$ cat src/rtl/mul_r4_pkg.sv
// Shared types for the radix-4 Booth multiplier: controller states and the
// recoded digit produced from each 3-bit multiplier window.
package mul_r4_pkg;

    typedef enum logic [1:0] {
        ST_IDLE = 2'd0,
        ST_CALC = 2'd1,
        ST_DONE = 2'd2
    } mul_state_t;

    // Digit value = (neg ? -1 : +1) * (two ? 2 : 1), or 0 when zero is set.
    typedef struct packed {
        logic zero;
        logic neg;
        logic two;
    } booth_digit_t;

endpackage

$ cat src/rtl/booth_r4_enc.sv
// Combinational radix-4 Booth recoder: window {x[2i+1], x[2i], x[2i-1]}
// maps to a digit in {-2,-1,0,+1,+2}.
module booth_r4_enc
    import mul_r4_pkg::*;
(
    input  logic [2:0]   window_i,
    output booth_digit_t digit_o
);

    always_comb begin
        digit_o      = '0;
        digit_o.zero = (window_i == 3'b000) || (window_i == 3'b111);
        digit_o.neg  = window_i[2] & ~(window_i[1] & window_i[0]);
        digit_o.two  = (window_i == 3'b011) || (window_i == 3'b100);
    end

endmodule

$ cat src/rtl/mul_r4_param.sv
// Sequential radix-4 Booth multiplier with byte-serial operand loading.
// One Booth digit is accumulated per clock; WIDTH/2+1 digits cover both modes.
module mul_r4_param
    import mul_r4_pkg::*;
#(
    parameter int WIDTH = 16,
    parameter int IN_W  = 8
) (
    input  logic                 clk,
    input  logic                 rst,
    input  logic                 start,
    input  logic                 getA,
    input  logic                 getX,
    input  logic                 signed_mode,
    input  logic [IN_W-1:0]      in,
    output logic [2*WIDTH-1:0]   result,
    output logic                 ready,
    output logic                 busy
);

    localparam int PW    = 2 * WIDTH;
    localparam int XW    = WIDTH + 3;
    localparam int ITER  = WIDTH / 2 + 1;
    localparam int CW    = $clog2(WIDTH / 2 + 2);

    mul_state_t        state_q;
    logic [WIDTH-1:0]  a_q, x_q;
    logic [PW-1:0]     mcand_q, acc_q, result_q;
    logic [XW-1:0]     mplier_q;
    logic [CW-1:0]     cnt_q;
    logic              mode_q, ready_q, busy_q;

    logic [WIDTH+IN_W-1:0] a_cat, x_cat;
    logic [WIDTH-1:0]  a_shift_d, x_shift_d;
    logic [PW-1:0]     ext_a_d, term_d, sum_d;
    logic [XW-1:0]     ext_x_d;
    logic              last_d;
    booth_digit_t      dig;

    booth_r4_enc u_enc (
        .window_i (mplier_q[2:0]),
        .digit_o  (dig)
    );

    // New bytes enter at the top, so the first byte loaded ends up as the LSB.
    assign a_cat     = {in, a_q};
    assign x_cat     = {in, x_q};
    assign a_shift_d = a_cat[WIDTH+IN_W-1:IN_W];
    assign x_shift_d = x_cat[WIDTH+IN_W-1:IN_W];

    assign ext_a_d = {{WIDTH{signed_mode & a_q[WIDTH-1]}}, a_q};
    assign ext_x_d = {{2{signed_mode & x_q[WIDTH-1]}}, x_q, 1'b0};

    // Negative digits use one's complement plus carry-in on the single adder.
    assign term_d = dig.zero ? '0 : (dig.two ? {mcand_q[PW-2:0], 1'b0} : mcand_q);
    assign sum_d  = acc_q + (term_d ^ {PW{dig.neg}}) + {{(PW-1){1'b0}}, dig.neg};
    assign last_d = (cnt_q == CW'(ITER - 1));

    always_ff @(posedge clk or posedge rst) begin
        if (rst) begin
            state_q  <= ST_IDLE;
            a_q      <= '0;
            x_q      <= '0;
            mcand_q  <= '0;
            mplier_q <= '0;
            acc_q    <= '0;
            result_q <= '0;
            cnt_q    <= '0;
            mode_q   <= 1'b0;
            ready_q  <= 1'b0;
            busy_q   <= 1'b0;
        end else begin
            case (state_q)
                ST_IDLE, ST_DONE: begin
                    if (getA) a_q <= a_shift_d;
                    if (getX) x_q <= x_shift_d;
                    if (start) begin
                        mode_q   <= signed_mode;
                        mcand_q  <= ext_a_d;
                        mplier_q <= ext_x_d;
                        acc_q    <= '0;
                        cnt_q    <= '0;
                        busy_q   <= 1'b1;
                        ready_q  <= 1'b0;
                        state_q  <= ST_CALC;
                    end
                end
                ST_CALC: begin
                    acc_q    <= sum_d;
                    mcand_q  <= {mcand_q[PW-3:0], 2'b00};
                    mplier_q <= {{2{mode_q & mplier_q[XW-1]}}, mplier_q[XW-1:2]};
                    cnt_q    <= cnt_q + CW'(1);
                    if (last_d) begin
                        result_q <= sum_d;
                        ready_q  <= 1'b1;
                        busy_q   <= 1'b0;
                        state_q  <= ST_DONE;
                    end
                end
                default: state_q <= ST_IDLE;
            endcase
        end
    end

    assign result = result_q;
    assign ready  = ready_q;
    assign busy   = busy_q;

endmodule

$ cat config.mk
export PLATFORM = sky130hd
export DESIGN_NAME = mul_r4_param
export DESIGN_NICKNAME = d
export VERILOG_FILES = /design/src/rtl/mul_r4_pkg.sv /design/src/rtl/booth_r4_enc.sv /design/src/rtl/mul_r4_param.sv
export SDC_FILE = /design/constraint.sdc
export NUM_CORES = 1
export LEC_CHECK = 0
export CAP_MARGIN = 20
export CORE_MARGIN = 10
export CORE_UTILIZATION = 55
export DETAILED_ROUTE_END_ITERATION = 12
export PLACE_DENSITY = 0.74
export SLEW_MARGIN = 25
export SYNTH_ARGS = -nofsm -noshare
export SYNTH_HDL_FRONTEND = slang
export SYNTH_SLANG_ARGS = --single-unit
$ cat constraint.sdc
create_clock -name clk -period 14.6 [get_ports clk]
set_clock_uncertainty 0.2 [all_clocks]
set_input_delay 2.19 -clock clk [delete_from_list [all_inputs] [get_ports clk]]
set_output_delay 2.19 -clock clk [all_outputs]
set_load 0.01 [all_outputs]
# After elaboration in Yosys (flattened, before gate mapping)
# Cells that the tools add are included.
[word_totals] word_cells=61 latchBits=0 register_bits=156 in_bits=14 memories=0 mem_bits_rw=0 mem_bits_ro=0 out_inout_bits=34
[classes] mux=19 shift=0 n_bitwise=7 mul=0 n_reduce_logical=13 n_div=0 n_eq_ne=8 magnitude_cmp=0 addsub=3
[op_table] op="32-bit two-way mux" n=4
[op_table] op="32-bit case mux with 2 select lines" n=2
[op_table] op="19-bit case mux with 2 select lines" n=1
[op_table] op="32-bit by 1-bit adder with 32-bit output" n=1
[op_table] op="32-bit adder" n=1
[op_table] op="32-bit bitwise XOR" n=1
[op_table] op="19-bit two-way mux" n=1
[op_table] op="2-bit AND reduction" n=6
[op_table] op="4-bit case mux with 2 select lines" n=1
[op_table] op="3-bit equality test (second input constant)" n=2
[op_table] op="1-bit AND" n=5
[op_table] op="4-bit by 1-bit adder with 4-bit output (second input constant)" n=1
[op_table] op="4-bit equality test (second input constant)" n=1
[op_table] op="1-bit two-way mux" n=4
[op_table] op="2-bit two-way mux" n=2
[op_table] op="4-bit two-way mux" n=1
[op_table] op="2-bit inequality test (second input constant)" n=2
[op_table] op="1-bit case mux with 2 select lines" n=2
[op_table] op="2-bit case mux with 2 select lines" n=1
[op_table] op="3-bit by 2-bit equality test with 1-bit output (second input constant)" n=1
[op_table] op="3-bit zero test" n=1
[op_table] op="3-bit AND reduction" n=1
[op_table] op="2-bit by 1-bit equality test with 1-bit output (second input constant)" n=1
[op_table] op="2-bit equality test (second input constant)" n=1
[op_table] op="other kinds (5)" n=6

# Depth between registers and ports, before layout
[logic_depth] depth_word=8 ltp_mapped=15 mapped_depth_nobuf=14

# Hierarchy
# A second synthesis with hierarchy kept.
[hier_totals] cells_unflattened=918 hier_area_um2=8623.3
[modules_own_cells] mod="mul_r4_param" cells_each=911 area_each_um2=8585.7 instances=1 seq_area_each_um2=3878.7
[modules_own_cells] mod="booth_r4_enc" cells_each=7 area_each_um2=37.5 instances=1 seq_area_each_um2=0.0

# Worst setup path after synthesis
# OpenSTA, ideal clock, no wires.
[synth_path] path_kind="input -> register" from="input start" to="register mcand_q[16]" required_time_ps=14334 path_buffers=3 setup_time_ps=66 t_arrival_ps=3330 setup_slack_ps=11003 cell_stages=6 cell_sequence="nor2b_1 -> clkbuf_1 -> and3_1 -> clkbuf_1 -> clkbuf_1 -> a221o_1"
[synth_between] elab_chain_len=2
[synth_lines] element="start: declaration" line_no="mul_r4_param.sv:11" text="input logic start,"
[synth_lines] element="2-bit inequality test (no source line)"
[synth_lines] element="2-bit AND reduction (no source line)"
[synth_lines] element="end signal: assignment" line_no="mul_r4_param.sv:79" text="mcand_q <= ext_a_d;"
[synth_lines] element="end signal: assignment" line_no="mul_r4_param.sv:90" text="mcand_q <= {mcand_q[PW-3:0], 2'b00};"
[synth_lines] element="end: declaration" line_no="mul_r4_param.sv:28" text="logic [PW-1:0] mcand_q, acc_q, result_q;"
# No other way between the ends.
# A chain may end at the register's enable or synchronous reset.

# Worst setup path after layout
[layout_path] from="input start" to="register mplier_q[17]"
[layout_between] elab_chain_len=2
[layout_lines] element="2-bit inequality test (no source line)"
[layout_lines] element="2-bit AND reduction (no source line)"
[layout_lines] element="end signal: assignment" line_no="mul_r4_param.sv:80" text="mplier_q <= ext_x_d;"
[layout_lines] element="end signal: assignment" line_no="mul_r4_param.sv:91" text="mplier_q <= {{2{mode_q & mplier_q[XW-1]}}, mplier_q[XW-1:2]};"
[layout_lines] element="end: declaration" line_no="mul_r4_param.sv:29" text="logic [XW-1:0] mplier_q;"
# No other way between the ends.

==> out/qor.yml <==
status: "finished, final reports clean"
synth_fp_nets: 948
path_common_cell: "buf_4"
ys_warn_count: 0
antenna_found_initial: 0
n_antenna_cell: 0
postCtsSetupBuffers: 0
synth_most_common_cell: "nand2_1"
max_freq_ghz: 0.2202
synth-edff-count: 0
synth_top_family_by_area: "compound AO/OA/AOI/OAI gates"
timing_hold_violations_final: 0
die_x_um: 143.3
final_cell_area_um2: 9572
tns_ns: 0
drcViolationCount: 0
root_buffer: "clkbuf_16"
post_dp_cell_area_um2: 8960
syn2layout_area_growth_pct: 14.44
synthCells: 898
dr.pass1.iters: 5
grt_pass1_vias: 6246
syn_area_per_cell_um2: 9.314
crit_slowest_cell: "nor2_4"
cts_resized: 0
synth.area.mux_share_pct: 1.990
io_buffers: 47
routed_wirelength_mm: 18.93
end_kind: "flip-flop"
cp_data_arrival_time_ns: 4.68
row_count: 45
yosys.area_share.xor_xnor_pct: 6.387
setup_violations: 0
final_util_pct: 63.67
clk_pin_slew_worst_paths_ns: 0.06
hpwlAfterDp_mm: 12.85
synthArstFlopShare_pct: 100.0
tightestPinTransition_ns: 1.005
ios: 48
synth_common_cells: "nand2_1 (235), dfrtp_1 (155), a22oi_1 (59)"
critPathMaxFanout: 42
relSlewSlack_pct: 32.84
synthSimpleGateAreaFrac_pct: 15.74
die_area_um2: 20540
yosysUniqueCellTypes: 53
cap_violations: 0
grt_use_total_pct: 18.88
synth_fa_ha_area_share_pct: 5.475
grt_pass1_wl_mm: 31.40
antenna_left: 0
gp_congestion: 0.9045
cts_buffers: 17
synth_top_flop_cell: "dfrtp_1"
yosysTopAreaCell: "dfrtp_1"
rsz0062_at_grt: "no"
clkSinkCount: 155
clock_latency_ns: 0.42
vias: 6600
cts_tree: "built"
maxSlewViolCount: 0
start_util_pct: 55.64
wl_per_cell_um: 16.93
fillerInstances: 1246
drive_above_1_share_pct: 7.419
cts_hold_buf: 0
synth-seq-cells: 155
grt_max_degree: 104
cts_max_path_buffers: 2
dieHeight_um: 143.3
worst-path-buf-inv: 3
nNetsFinal: 968
vias_per_cell: 5.903
first_iter_violations: 449
period_minus_slack_ns: 4.542
coreArea_um2: 15030
synth.cell_area_um2: 8364
path_cells: "clkdlybuf4s50_1 -> nor2b_2 -> buf_4 -> nor2_4 -> buf_4 -> a21oi_1 -> o22ai_1"
cpPeakStageDelay_ns: 0.80
start_kind: "input pin"
synth_top_area_share_pct: 46.37
synth_compound_gate_area_share_pct: 20.97
cp.required_ns: 14.74
worstSetupPathType: "input pin to flip-flop"
min_path_type: "flip-flop to flip-flop"
crit_family: "buffers and inverters"
min_period_over_period_pct: 31.11
grt-ovfl-total: 0
ys_seq_area_share_pct: 46.37
htree_levels: 4
synth_area_leaders: "dfrtp_1 (46%), nand2_1 (11%), a22oi_1 (5.3%)"
==> logic make-up (layout without fill, tap and decap cells) <==
family                     after synthesis  after routing
muxes                                   15             15
buffers and inverters                   68            100
DFF                                    155            155
AOI/OAI and AO/OA                      247            247
adders and majority gates               36             36
and+or+nand+nor                        316            316
xor gates and xnor gates                61             61
==> path summary, 6_finish.rpt <==
path / start / endpoint / slack, ns / cells past startpoint
min in group asynchronous: rst / busy / 2.13 / 2
worst max-delay path: start / mplier_q[17] / 10.06 / 7
worst min-delay path: mplier_q[6] / mplier_q[6] / 0.28 / 2
worst max register to register: mplier_q[2] / result[30] / 10.18 / 12
max in group asynchronous: rst / acc_q[19] / 10.88 / 3
worst min register to register: mplier_q[6] / mplier_q[6] / 0.28 / 2
==> state kept, by name, summed over array words and instances (netlist names) <==
name / cells
a_q: 16
acc_q: 32
busy: 1
cnt_q: 4
mcand_q: 32
mode_q: 1
mplier_q: 18
ready: 1
result: 32
state_q: 2
x_q: 16
==> per-stage QoR <==
stage / instances / hold slack [ns] / setup slack [ns]
2_1_floorplan: 898 / 0.2462 / 8.032
3_3_place_gp: 1087 / 0.2570 / 9.684
3_5_place_dp: 1087 / 0.2642 / 9.629
4_1_cts: 1118 / 0.2799 / 10.07
5_1_grt: 1118 / 0.2997 / 9.890
6_report: 1118 / 0.2759 / 10.06
==> area by class of cell <==
| cell class | count | area (um^2) | share of cell area, % |
|---|---|---|---|
| Tap cell | 188 | 235.2 | 2.458 |
| Sequential cell | 155 | 3879 | 40.52 |
| Multi-Input combinational cell | 675 | 4259 | 44.50 |
| Inverter | 13 | 53.80 | 0.5621 |
| Clock inverter | 12 | 163.9 | 1.712 |
| Clock buffer | 19 | 442.9 | 4.627 |
| Timing Repair Buffer | 56 | 538.0 | 5.621 |
==> placed cells by master (no fill, tap or decap), types with 17 or more instances in the layout <==
cell type,netlist,routed
nor2_1,27,26
a21oi_1,28,28
a221o_1,19,19
clkbuf_16,0,17
a22oi_1,59,59
xor2_1,40,39
clkdlybuf4s50_1,0,47
nand2_1,235,235
dfrtp_1,155,155
xnor2_1,21,21
a22o_1,28,28
o21ai_0,57,57
ha_1,35,35
==> layer usage <==
layer	GRT usage [%]	share of wire [%]	up-vias
met1	26.05	48	3232
li1	-	-	3222
met2	29.37	46	131
met4	5.535	1.7	0
met5	0	0	-
met3	3.960	3.6	15
==> worst register-to-register path: stages, from the launching register on <==
cell and delay (ns):
dfrtp_1 0.61, nand2_1 0.62, o21ai_0 0.49, inv_1 0.10, fa_1 0.43, inv_1 0.07
a21o_1 0.13, a41o_1 0.34, a31oi_4 0.17, o21bai_1 0.45, a211oi_1 0.21, xnor2_1 0.20
mux2_2 0.28
Power is not shown: default switching activity piles up to over one toggle a cycle in this logic, so the estimate is an artifact.
